===== config.mk =====
export PLATFORM = sky130hd
export DESIGN_NAME = vga_timing_gen
export DESIGN_NICKNAME = d
export VERILOG_FILES = /design/src/rtl/vga_pkg.sv /design/src/rtl/vga_timing_gen_axis_counter.sv /design/src/rtl/vga_timing_gen.sv
export SDC_FILE = /design/constraint.sdc
export NUM_CORES = 1
export LEC_CHECK = 0
export BUFFER_PORTS_ARGS = -buffer_cell sky130_fd_sc_hd__buf_2
export CORE_MARGIN = 1
export CORE_UTILIZATION = 35
export CTS_BUF_LIST = sky130_fd_sc_hd__clkbuf_8
export CTS_CLUSTER_DIAMETER = 50
export DETAILED_ROUTE_END_ITERATION = 12
export PLACE_DENSITY_LB_ADDON = 0.3
export SLEW_MARGIN = 20
export SYNTH_ARGS = -nofsm -noshare
export SYNTH_HDL_FRONTEND = slang
export SYNTH_HIERARCHICAL = 1
export SYNTH_SLANG_ARGS = --single-unit

===== constraint.sdc =====
create_clock -name clk -period 2.7 [get_ports clk]
set_clock_uncertainty 0.05 [all_clocks]
set_input_delay 0.135 -clock clk [delete_from_list [all_inputs] [get_ports clk]]
set_output_delay 0.135 -clock clk [all_outputs]
set_load 0.05 [all_outputs]

===== src/rtl/vga_pkg.sv =====
// Shared timing constants for the VGA raster generator.
// Defaults describe 640x480@60 with a 25 MHz pixel rate derived from a
// 100 MHz system clock. CNT_W is the width of the hCount/vCount buses.
package vga_pkg;

  localparam int CNT_W           = 10;

  localparam int CLK_DIV_DEF     = 4;

  localparam int H_TOTAL_DEF     = 800;
  localparam int H_SYNC_DEF      = 96;
  localparam int H_ACT_START_DEF = 144;
  localparam int H_ACT_END_DEF   = 784;

  localparam int V_TOTAL_DEF     = 525;
  localparam int V_SYNC_DEF      = 2;
  localparam int V_ACT_START_DEF = 35;
  localparam int V_ACT_END_DEF   = 515;

endpackage


===== src/rtl/vga_timing_gen_axis_counter.sv =====
// One raster axis (horizontal or vertical) of the VGA timing generator.
//
// Ports:
//   clk     system clock
//   rst_n   asynchronous active-low reset
//   inc     advance the count by one position on this clk
//   count   registered position, 0..TOTAL-1
//   sync_n  registered active-low sync, low while count < SYNC
//   wrap    combinational: count sits on its last position (TOTAL-1)
//   active  combinational: the count being loaded on this edge lies in
//           [ACT_START, ACT_END); the parent registers it so that the
//           qualifier lands on the same edge as the count it describes
module vga_axis_counter
  import vga_pkg::*;
#(
  parameter int TOTAL     = H_TOTAL_DEF,
  parameter int SYNC      = H_SYNC_DEF,
  parameter int ACT_START = H_ACT_START_DEF,
  parameter int ACT_END   = H_ACT_END_DEF
) (
  input  logic             clk,
  input  logic             rst_n,
  input  logic             inc,
  output logic [CNT_W-1:0] count,
  output logic             sync_n,
  output logic             active,
  output logic             wrap
);

  if (TOTAL < 1 || TOTAL > 1024) begin : g_bad_total
    $error("vga_axis_counter: TOTAL must lie in 1..1024");
  end
  if (!(SYNC < ACT_START && ACT_START < ACT_END && ACT_END <= TOTAL)) begin : g_bad_order
    $error("vga_axis_counter: need SYNC < ACT_START < ACT_END <= TOTAL");
  end

  logic [CNT_W-1:0] count_next;
  // One extra bit so ACT_END = 1024 still compares correctly.
  logic [CNT_W:0]   count_ext;

  assign wrap = (count == CNT_W'(TOTAL - 1));

  always_comb begin
    count_next = count;
    if (inc) begin
      count_next = wrap ? '0 : count + CNT_W'(1);
    end
  end

  assign count_ext = {1'b0, count_next};
  assign active    = (count_ext >= (CNT_W+1)'(ACT_START)) &&
                     (count_ext <  (CNT_W+1)'(ACT_END));

  always_ff @(posedge clk or negedge rst_n) begin
    if (!rst_n) begin
      count  <= '0;
      sync_n <= 1'b0;
    end else begin
      count  <= count_next;
      sync_n <= !(count_ext < (CNT_W+1)'(SYNC));
    end
  end

endmodule


===== src/rtl/vga_timing_gen.sv =====
// VGA raster timing generator: a clock-enable pixel divider driving a
// horizontal and a vertical axis counter. Every output is a flop and all
// of them update on the same clk edge.
//
// Ports:
//   clk          system clock
//   rst_n        asynchronous active-low reset
//   hCount       column, 0..H_TOTAL-1
//   vCount       line, 0..V_TOTAL-1
//   hSync        active-low horizontal sync
//   vSync        active-low vertical sync
//   bright       high inside the active window
//   pix_en       one-clk pulse per pixel period
//   line_start   one-clk pulse on the edge hCount becomes 0
//   frame_start  one-clk pulse on the edge (hCount,vCount) becomes (0,0)
module vga_timing_gen
  import vga_pkg::*;
#(
  parameter int CLK_DIV     = CLK_DIV_DEF,
  parameter int H_TOTAL     = H_TOTAL_DEF,
  parameter int H_SYNC      = H_SYNC_DEF,
  parameter int H_ACT_START = H_ACT_START_DEF,
  parameter int H_ACT_END   = H_ACT_END_DEF,
  parameter int V_TOTAL     = V_TOTAL_DEF,
  parameter int V_SYNC      = V_SYNC_DEF,
  parameter int V_ACT_START = V_ACT_START_DEF,
  parameter int V_ACT_END   = V_ACT_END_DEF
) (
  input  logic             clk,
  input  logic             rst_n,
  output logic [CNT_W-1:0] hCount,
  output logic [CNT_W-1:0] vCount,
  output logic             hSync,
  output logic             vSync,
  output logic             bright,
  output logic             pix_en,
  output logic             line_start,
  output logic             frame_start
);

  if (CLK_DIV < 1) begin : g_bad_div
    $error("vga_timing_gen: CLK_DIV must be at least 1");
  end

  localparam int DIV_W = (CLK_DIV > 1) ? $clog2(CLK_DIV) : 1;

  logic [DIV_W-1:0] div_cnt;
  logic             tick;
  logic             h_wrap;
  logic             v_wrap;
  logic             h_active;
  logic             v_active;
  logic             v_inc;

  // tick is the pixel strobe for the edge about to happen; pix_en is its
  // registered copy, so pix_en rises on the same edge the counts advance.
  assign tick  = (div_cnt == DIV_W'(CLK_DIV - 1));
  assign v_inc = tick & h_wrap;

  always_ff @(posedge clk or negedge rst_n) begin
    if (!rst_n) begin
      div_cnt     <= '0;
      pix_en      <= 1'b0;
      line_start  <= 1'b0;
      frame_start <= 1'b0;
      bright      <= 1'b0;
    end else begin
      div_cnt     <= tick ? '0 : div_cnt + DIV_W'(1);
      pix_en      <= tick;
      line_start  <= v_inc;
      frame_start <= v_inc & v_wrap;
      bright      <= h_active & v_active;
    end
  end

  vga_axis_counter #(
    .TOTAL     (H_TOTAL),
    .SYNC      (H_SYNC),
    .ACT_START (H_ACT_START),
    .ACT_END   (H_ACT_END)
  ) u_h (
    .clk    (clk),
    .rst_n  (rst_n),
    .inc    (tick),
    .count  (hCount),
    .sync_n (hSync),
    .active (h_active),
    .wrap   (h_wrap)
  );

  vga_axis_counter #(
    .TOTAL     (V_TOTAL),
    .SYNC      (V_SYNC),
    .ACT_START (V_ACT_START),
    .ACT_END   (V_ACT_END)
  ) u_v (
    .clk    (clk),
    .rst_n  (rst_n),
    .inc    (v_inc),
    .count  (vCount),
    .sync_n (vSync),
    .active (v_active),
    .wrap   (v_wrap)
  );

endmodule


==> impl_metrics.csv, run 1 <==
group,metric,value,unit
run_status,status,"finished, final reports clean",
pwr,intPower,0.0005513,W
grt,use_met2,22.83,%
clock_tree,cts.sinks,28,
worst_setup_path,end_kind,"flip-flop",
yosys,syn-cell-area,0.001787,sq mm
worst_setup_path,crit_path_start,"u_h/count[0]",
pwr,leakagePower,0.9704,nW
grt,grt_remaining_overflow,0,
drt,drt-initial-drc-count,132,
yosys,yosysWarnings,6,
clock_tree,cts.path.max_buffers,2,
placed_design,placedCellCount,272,
flow_run,timing.max_cap.violations,0,
clock_tree,htree_levels,1,
drt,remaining_drc_errors,0,
clock_tree,cts_setup_buffers,0,
clock_tree,clk_pin_slew,0.10,ns
floorplan,die_x,73.45,microns
pwr,pwr-share-seq,59.9,%
yosys,synth-edff-count,0,
cells_and_area,area_growth,19.12,%
yosys,yosys.area.top_type,"dfrtp_1",
yosys,synthMuxAreaShare,0.5602,%
yosys,synthTopCellsByArea,"dfrtp_1 39%, nand2_1 3.6%, xnor2_1 2.9%, ha_1 2.8%, o21ai_0 2.5%",
sta,fmax,0.3922,GHz
grt,grt_max_degree,29,
grt,top_usage_layer,"met1",
drt,firstDrtPassIters,4,
placed_design,routabilityCongestion,0.8149,
grt,antenna_found_initial,0,
pwr,power.total,0.0006996,W
worst_setup_path,r2r_start,"u_h/count[0]",
clock_tree,cts_tree,"yes",
placed_design,place_ws,0.1163,ns
cells_and_area,antennaDiodeCount,0,
drt,vias_per_cell,5.339,
floorplan,die_h,73.45,microns
sta,setup_tns,0,ns
pwr,power_density,328.7,mW/mm^2
yosys,avgSynthCellArea,10.21,sq um
yosys,synthArstFlopShare,100.0,%
cells_and_area,drive_gt1_share,34.29,%
sta,slew_viol_final,0,
worst_setup_path,cp.required,2.88,ns
yosys,synthAdderAreaFrac,2.801,%
floorplan,ios,28,
floorplan,core_area,0.004817,sq mm
sta,layout_setup_ws,0.1504,ns
yosys,synth-main-ff-cell,"dfrtp_1",
cells_and_area,fin_nets,217,
yosys,synth.distinct_cells,63,
yosys,synthCells,175,
placed_design,port_buffers,27,
grt,grt_pass1_vias,1360,
pwr,p_sw,0.0001483,W
floorplan,die-area,0.005395,sq mm
sta,max_slew.worst_pin.slew,0.6582,ns
sta,timing.hold.ws,0.3653,ns
yosys,synth_top_area_share,39.22,%
sta,finalSetupViolCount,0,
grt,grt_util_met1,24.49,%
yosys,synth-seq-cells,28,
cells_and_area,n_fill_cell,482,
worst_setup_path,crit_path_max_fanout,8,
pwr,p_comb_share,1.4,%
clock_tree,clock-root-buffer,"clkbuf_8",
yosys,synth-simple-area-share,32.98,%
floorplan,rows,25,
clock_tree,numCtsBuffers,3,
cells_and_area,fin_cells,277,
drt,wl_per_cell,14.50,microns
sta,relSlewSlack,56.12,%
pwr,ir_drop,192.6,uV
sta,finalCritPeriodShare,94.43,%
min_path,hold_path_class,"primary input to asynchronous set/reset pin",
floorplan,start_util,37.09,%
grt,grt_pass1_wl,6706,microns
sta,post-route-min-period,2.550,ns
yosys,synth_compound_area_share,15.55,%
worst_setup_path,cp.arrival,2.72,ns
placed_design,hpwlAfterDp,2881,microns
grt,track_usage,16.11,%
clock_tree,clk_latency,0.28,ns
drt,wirelength,4017,microns
grt,grt.met3_usage,2.469,%
yosys,ys_seq_area_share,39.22,%
worst_setup_path,start_kind,"flip-flop",
yosys,synth_top_family_by_area,"simple AND/OR/NAND/NOR gates",
pwr,p_sw_share,21.19,%
yosys,synth_xor_area_share,5.742,%
worst_setup_path,worstSetupPathType,"flip-flop to flip-flop",
drt,postRouteAntennaNets,0,
yosys,syn_nets,181,
pwr,power_frac_clock,38.7,%
sta,hold_violations,0,
sta,rsz0062_at_grt,"false",
drt,vias,1479,
critical path, stage by stage (launching register included):
cell,delay [ns]
dfrtp_2,0.45
ha_1,0.23
and4_4,0.21
and3_1,0.17
and2_2,0.23
buf_4,0.18
o221a_2,0.31
a32o_1,0.26
a21bo_1,0.20
o31ai_2,0.05
and2_1,0.14
final timing paths:
| path | end | slack (ns) | cells after the start |
|---|---|---|---|
| worst max-delay path | bright | 0.15 | 10 |
| worst min-delay path | u_h/count[4] | 0.37 | 2 |
| worst max register to register | bright | 0.15 | 10 |
| worst min register to register | div_cnt[0] | 0.39 | 1 |
| max in group asynchronous | u_h/count[0] | 1.78 | 2 |
| min in group clk | div_cnt[0] | 0.39 | 1 |
layout by cell type, fill, tap and decap left out, types with 3 or more instances in the layout:
| master | instances |
|---|---|
| buf_2 | 27 |
| dfrtp_1 | 26 |
| nand2_1 | 17 |
| buf_4 | 9 |
| o21ai_0 | 9 |
| nor2_1 | 6 |
| nand3_1 | 6 |
| nand4_1 | 5 |
| xnor2_1 | 5 |
| inv_1 | 5 |
| and3_1 | 4 |
| and2_1 | 4 |
| ha_1 | 4 |
| clkbuf_8 | 4 |
| a21oi_1 | 4 |
| nand2b_1 | 4 |
| nand3b_1 | 4 |
| nor3b_1 | 3 |
| nor4_4 | 3 |
| nand3_2 | 3 |
| o22ai_1 | 3 |
cell usage after synthesis (all sizes together) (3+ instances only):
cell type / count
a21oi: 4
a31oi: 3
and2: 6
and3: 5
and4: 4
buf: 4
dfrtp: 28
ha: 4
inv: 5
nand2: 17
nand2b: 4
nand3: 11
nand3b: 4
nand4: 6
nor2: 6
nor3: 3
nor3b: 4
nor4: 4
o21ai: 10
o22ai: 4
o31ai: 3
or2: 3
or3: 4
xnor2: 7
xor2: 3
power by group through the flow:
stage	clock network, W	logic [W]	registers, W
6_report	0.000271	0.00000993	0.000419
5_1_grt	0.000294	0.0000122	0.000419
4_1_cts	0.000282	0.0000108	0.000419
3_5_place_dp	0	0.00000972	0.000427
3_3_place_gp	0	0.00000948	0.000427
2_1_floorplan	0	0.000000000385	0.000427
metrics by stage:
step                util, %  area, sq um
detailed placement    42.31         2038
global placement      42.31         2038
CTS                   43.66         2103
global route          44.18         2128
finish                44.18         2128
floorplan                 -         1789
layer usage:
metal	wire length [microns]	part of all wire [%]
met3	124	3.1
met4	51	1.3
met1	2034	51
met2	1806	45
met5	0	0
area by class of cell:
class                   count  area, sq um  share of cell area (%)
well taps                  67        83.83                   3.939
repair buffers             37        212.7                   9.994
flip-flops and latches     28        703.2                   33.04
clock buffers               4        55.05                   2.587
multi-input cells         136         1055                   49.56
inverters                   5        18.77                  0.8818
kinds of logic (layout without fill, tap and decap cells):
family | count (synthesis) | after routing
AO/OA/AOI/OAI | 38 | 38
buffers and inverters | 11 | 46
XOR/XNOR | 10 | 10
adder cells (fa/ha/maj) | 4 | 4
AND/OR/NAND/NOR | 83 | 83
multiplexers | 1 | 1
flip-flops | 28 | 28
registers in the layout, indices dropped and copies added (netlist names):
name and count:
pix_en 1, u_v/sync_n 1, line_start 1, u_v/count 10, bright 1, frame_start 1, div_cnt 2, u_h/sync_n 1
u_h/count 10
what timing repair did:
item	4_1_cts	5_1_grt
setup endpoints to repair	0	2
resized for setup	0	4
hold buffers	1	0
hold endpoints to repair	28	0
No activity file was read; power rests on OpenSTA's default activity.
==> inputs of run 2 (changes only) <==
Settings changed: SYNTH_HIERARCHICAL 1 to unset.
==> run 2 against run 1 <==
  * Wire length down 13%
  * Synthesized area fell by 19%
  * Via count down 14%
  * Design area is 7.6% lower
  * Combinational power shrank 6.4%
  * Final cell count down 10%
  * Clock-buffer cell count down 1
  * Global-route usage rose by 1.1 points
  * Fmax down 4.6%
  * Critical endpoint unchanged
  * Largest cell class is now flip-flops and latches
  * Largest power group unchanged
==> impl_metrics.csv, run 2 <==
group,metric,value,unit
floorplan,die-area,0.004390,sq mm
floorplan,rows,22,
clock_tree,htree_levels,1,
yosys,yosysWarnings,0,
grt,antenna_found_initial,0,
run_status,status,"finished, final reports clean",
worst_setup_path,end_kind,"flip-flop",
drt,firstDrtPassIters,4,
cells_and_area,final_cell_mix,"31 x buf_4, 27 x buf_2, 24 x dfrtp_1",
sta,finalSetupViolCount,0,
worst_setup_path,worstSetupPathType,"flip-flop to flip-flop",
cells_and_area,area_growth,36.10,%
clock_tree,cts_tree,"yes",
drt,vias,1268,
drt,wirelength,3502,microns
pwr,leakagePower,1.126,nW
drt,postRouteAntennaNets,0,
yosys,synth.distinct_cells,45,
worst_setup_path,start_kind,"flip-flop",
placed_design,place_ws,-0.002810,ns
cells_and_area,antennaDiodeCount,0,
grt,grt_pass1_wl,5720,microns
yosys,synth_top_area_share,48.48,%
flow_run,timing.max_cap.violations,0,
yosys,synthArstFlopShare,100.0,%
sta,rsz0062_at_grt,"true",
cells_and_area,final_area,0.001967,sq mm
worst_setup_path,cp.arrival,2.81,ns
yosys,ys_top_cells_by_count,"28 x dfrtp_1, 13 x nand3_1, 12 x inv_1",
clock_tree,cts.sinks,28,
drt,vias_per_cell,5.092,
grt,grt_remaining_overflow,0,
worst_setup_path,r2r_cells,9,
placed_design,placed_cell_area,0.001848,sq mm
grt,grt_max_degree,29,
placed_design,port_buffers,27,
cells_and_area,drive_gt1_share,39.30,%
cells_and_area,layout_commonest_cell,"buf_4",
yosys,yosysMostFrequentCell,"dfrtp_1",
pwr,power_density,387.2,mW/mm^2
sta,slew_viol_final,0,
min_path,hold_path_class,"primary input to asynchronous set/reset pin",
cells_and_area,fin_nets,208,
cells_and_area,n_fill_cell,355,
worst_setup_path,r2r_end,"bright",
worst_setup_path,cp.required,2.84,ns
drt,drt-initial-drc-count,60,
worst_setup_path,ff2ff_setup_slack,0.03,ns
floorplan,core_area,0.003799,sq mm
cells_and_area,multi_input_area,703.2,sq um
sta,post-route-min-period,2.673,ns
yosys,ys_seq_area_share,48.48,%
cells_and_area,largest_registers,"u_h.count x10, u_v.count x10, div_cnt x2",
sta,layout_setup_ws,0.02655,ns
worst_setup_path,r2r_start,"u_h.count[0]",
clock_tree,clk_latency,0.27,ns
drt,wl_per_cell,14.06,microns
grt,grt_pass1_vias,1269,
pwr,ir_drop,187.2,uV
sta,max_slew.worst_pin.slew,0.6122,ns
yosys,syn-cell-area,0.001445,sq mm
clock_tree,clock-root-buffer,"clkbuf_8",
sta,fmax,0.3740,GHz
floorplan,die_h,66.26,microns
yosys,synth-seq-cells,28,
yosys,synthTopCellsByArea,"dfrtp_1 48%, nand3_1 4.5%, ha_1 3.5%, inv_1 3.1%, xor2_1 3.0%",
yosys,synth-edff-count,0,
yosys,syn_nets,148,
cells_and_area,finalCoreUtilization,51.78,%
placed_design,routabilityCongestion,0.9003,
yosys,synth-main-ff-cell,"dfrtp_1",
clock_tree,cts.path.max_buffers,2,
yosys,avgSynthCellArea,10.18,sq um
sta,hold_violations,0,
worst_setup_path,crit_path_max_fanout,4,
yosys,yosys.area.top_type,"dfrtp_1",
grt,track_usage,17.25,%
floorplan,ios,28,
sta,finalCritPeriodShare,99.02,%
yosys,synthCells,142,
floorplan,start_util,38.04,%
floorplan,die_x,66.26,microns
cells_and_area,regArea,705.7,sq um
clock_tree,clk_pin_slew,0.10,ns
drt,remaining_drc_errors,0,
placed_design,hpwlAfterDp,2689,microns
clock_tree,numCtsBuffers,3,
sta,relSlewSlack,59.18,%
[run 2: power breakdown]
part	switching [W]	total (W)	internal, W
Sequential	0	0.000419	0.000419
Combinational	0.00000783	0.00000929	0.00000145
Clock	0.000135	0.000333	0.000198
Total	0.000143	0.000762	0.000619
[run 2: timing repair]
| action | in CTS | in global routing |
|---|---|---|
| buffers inserted | 0 | 2 |
| gates cloned | 0 | 0 |
| resized for setup | 1 | 6 |
| endpoints found under the setup margin | 1 | 1 |
| endpoints found under the hold margin | 28 | 0 |
| pin swaps | 0 | 5 |
| hold buffers | 1 | 0 |
[run 2: final cells by class]
cell class	count	area share (%)
Clock buffer	3	2.099
Clock inverter	1	1.527
Inverter	13	2.481
Multi-Input combinational cell	97	35.75
Sequential cell	28	35.88
Tap cell	48	3.053
Timing Repair Buffer	59	19.21
[run 2: logic make-up (layout without fill, tap and decap cells)]
logic type / count (synthesis) / after routing / synth area share [%]
and+or+nand+nor: 59 / 59 / 25.20
DFF: 28 / 28 / 48.48
AOI/OAI and AO/OA: 23 / 23 / 10.39
buffers and inverters: 17 / 76 / 5.280
xor gates and xnor gates: 9 / 9 / 5.454
adders and majority gates: 4 / 4 / 3.463
muxes: 2 / 2 / 1.731
[run 2: worst max-delay path: stages, from the launching register on]
cell	delay, ns
dfrtp_2	0.41
ha_4	0.15
and4_4	0.24
nand4_4	0.08
inv_2	0.10
nand4_2	0.11
mux2_4	0.32
or4_1	0.49
or4_4	0.43
a221oi_4	0.23
[run 2: worst max-delay path by stage]
stage / endpoint / startpoint / depth (start not counted) / slack [ns]
after CTS: bright / u_h.count[1] / 9 / 0.01
after detailed placement: bright / u_h.count[1] / 9 / -0.003
final: bright / u_h.count[0] / 9 / 0.03
after global placement: bright / u_h.count[1] / 9 / 0.06
after global routing: bright / u_v.count[0] / 10 / -0.12
after floorplan: bright / u_h.count[1] / 10 / -0.22
[run 2: per-layer routing]
layer | routed length (microns) | up-vias | global-route usage [%]
li1 | - | 615 | -
met1 | 1629 | 629 | 22.37
met5 | 0 | - | 0
met4 | 23 | 0 | 4.787
met2 | 1742 | 22 | 30.36
met3 | 107 | 2 | 1.552
[run 2: metrics by stage]
stage	std cells	setup TNS, ns	hold WS, ns	total power (W)
finish	249	0	0.3491	0.0007617
global route	249	-0.1239	0.4068	0.0007935
CTS	247	0	0.3763	0.0007718
detailed placement	242	-0.002810	0.1464	0.0004366
global placement	242	0	0.1274	0.0004360
floorplan	142	-0.2224	-0.2106	0.0004274
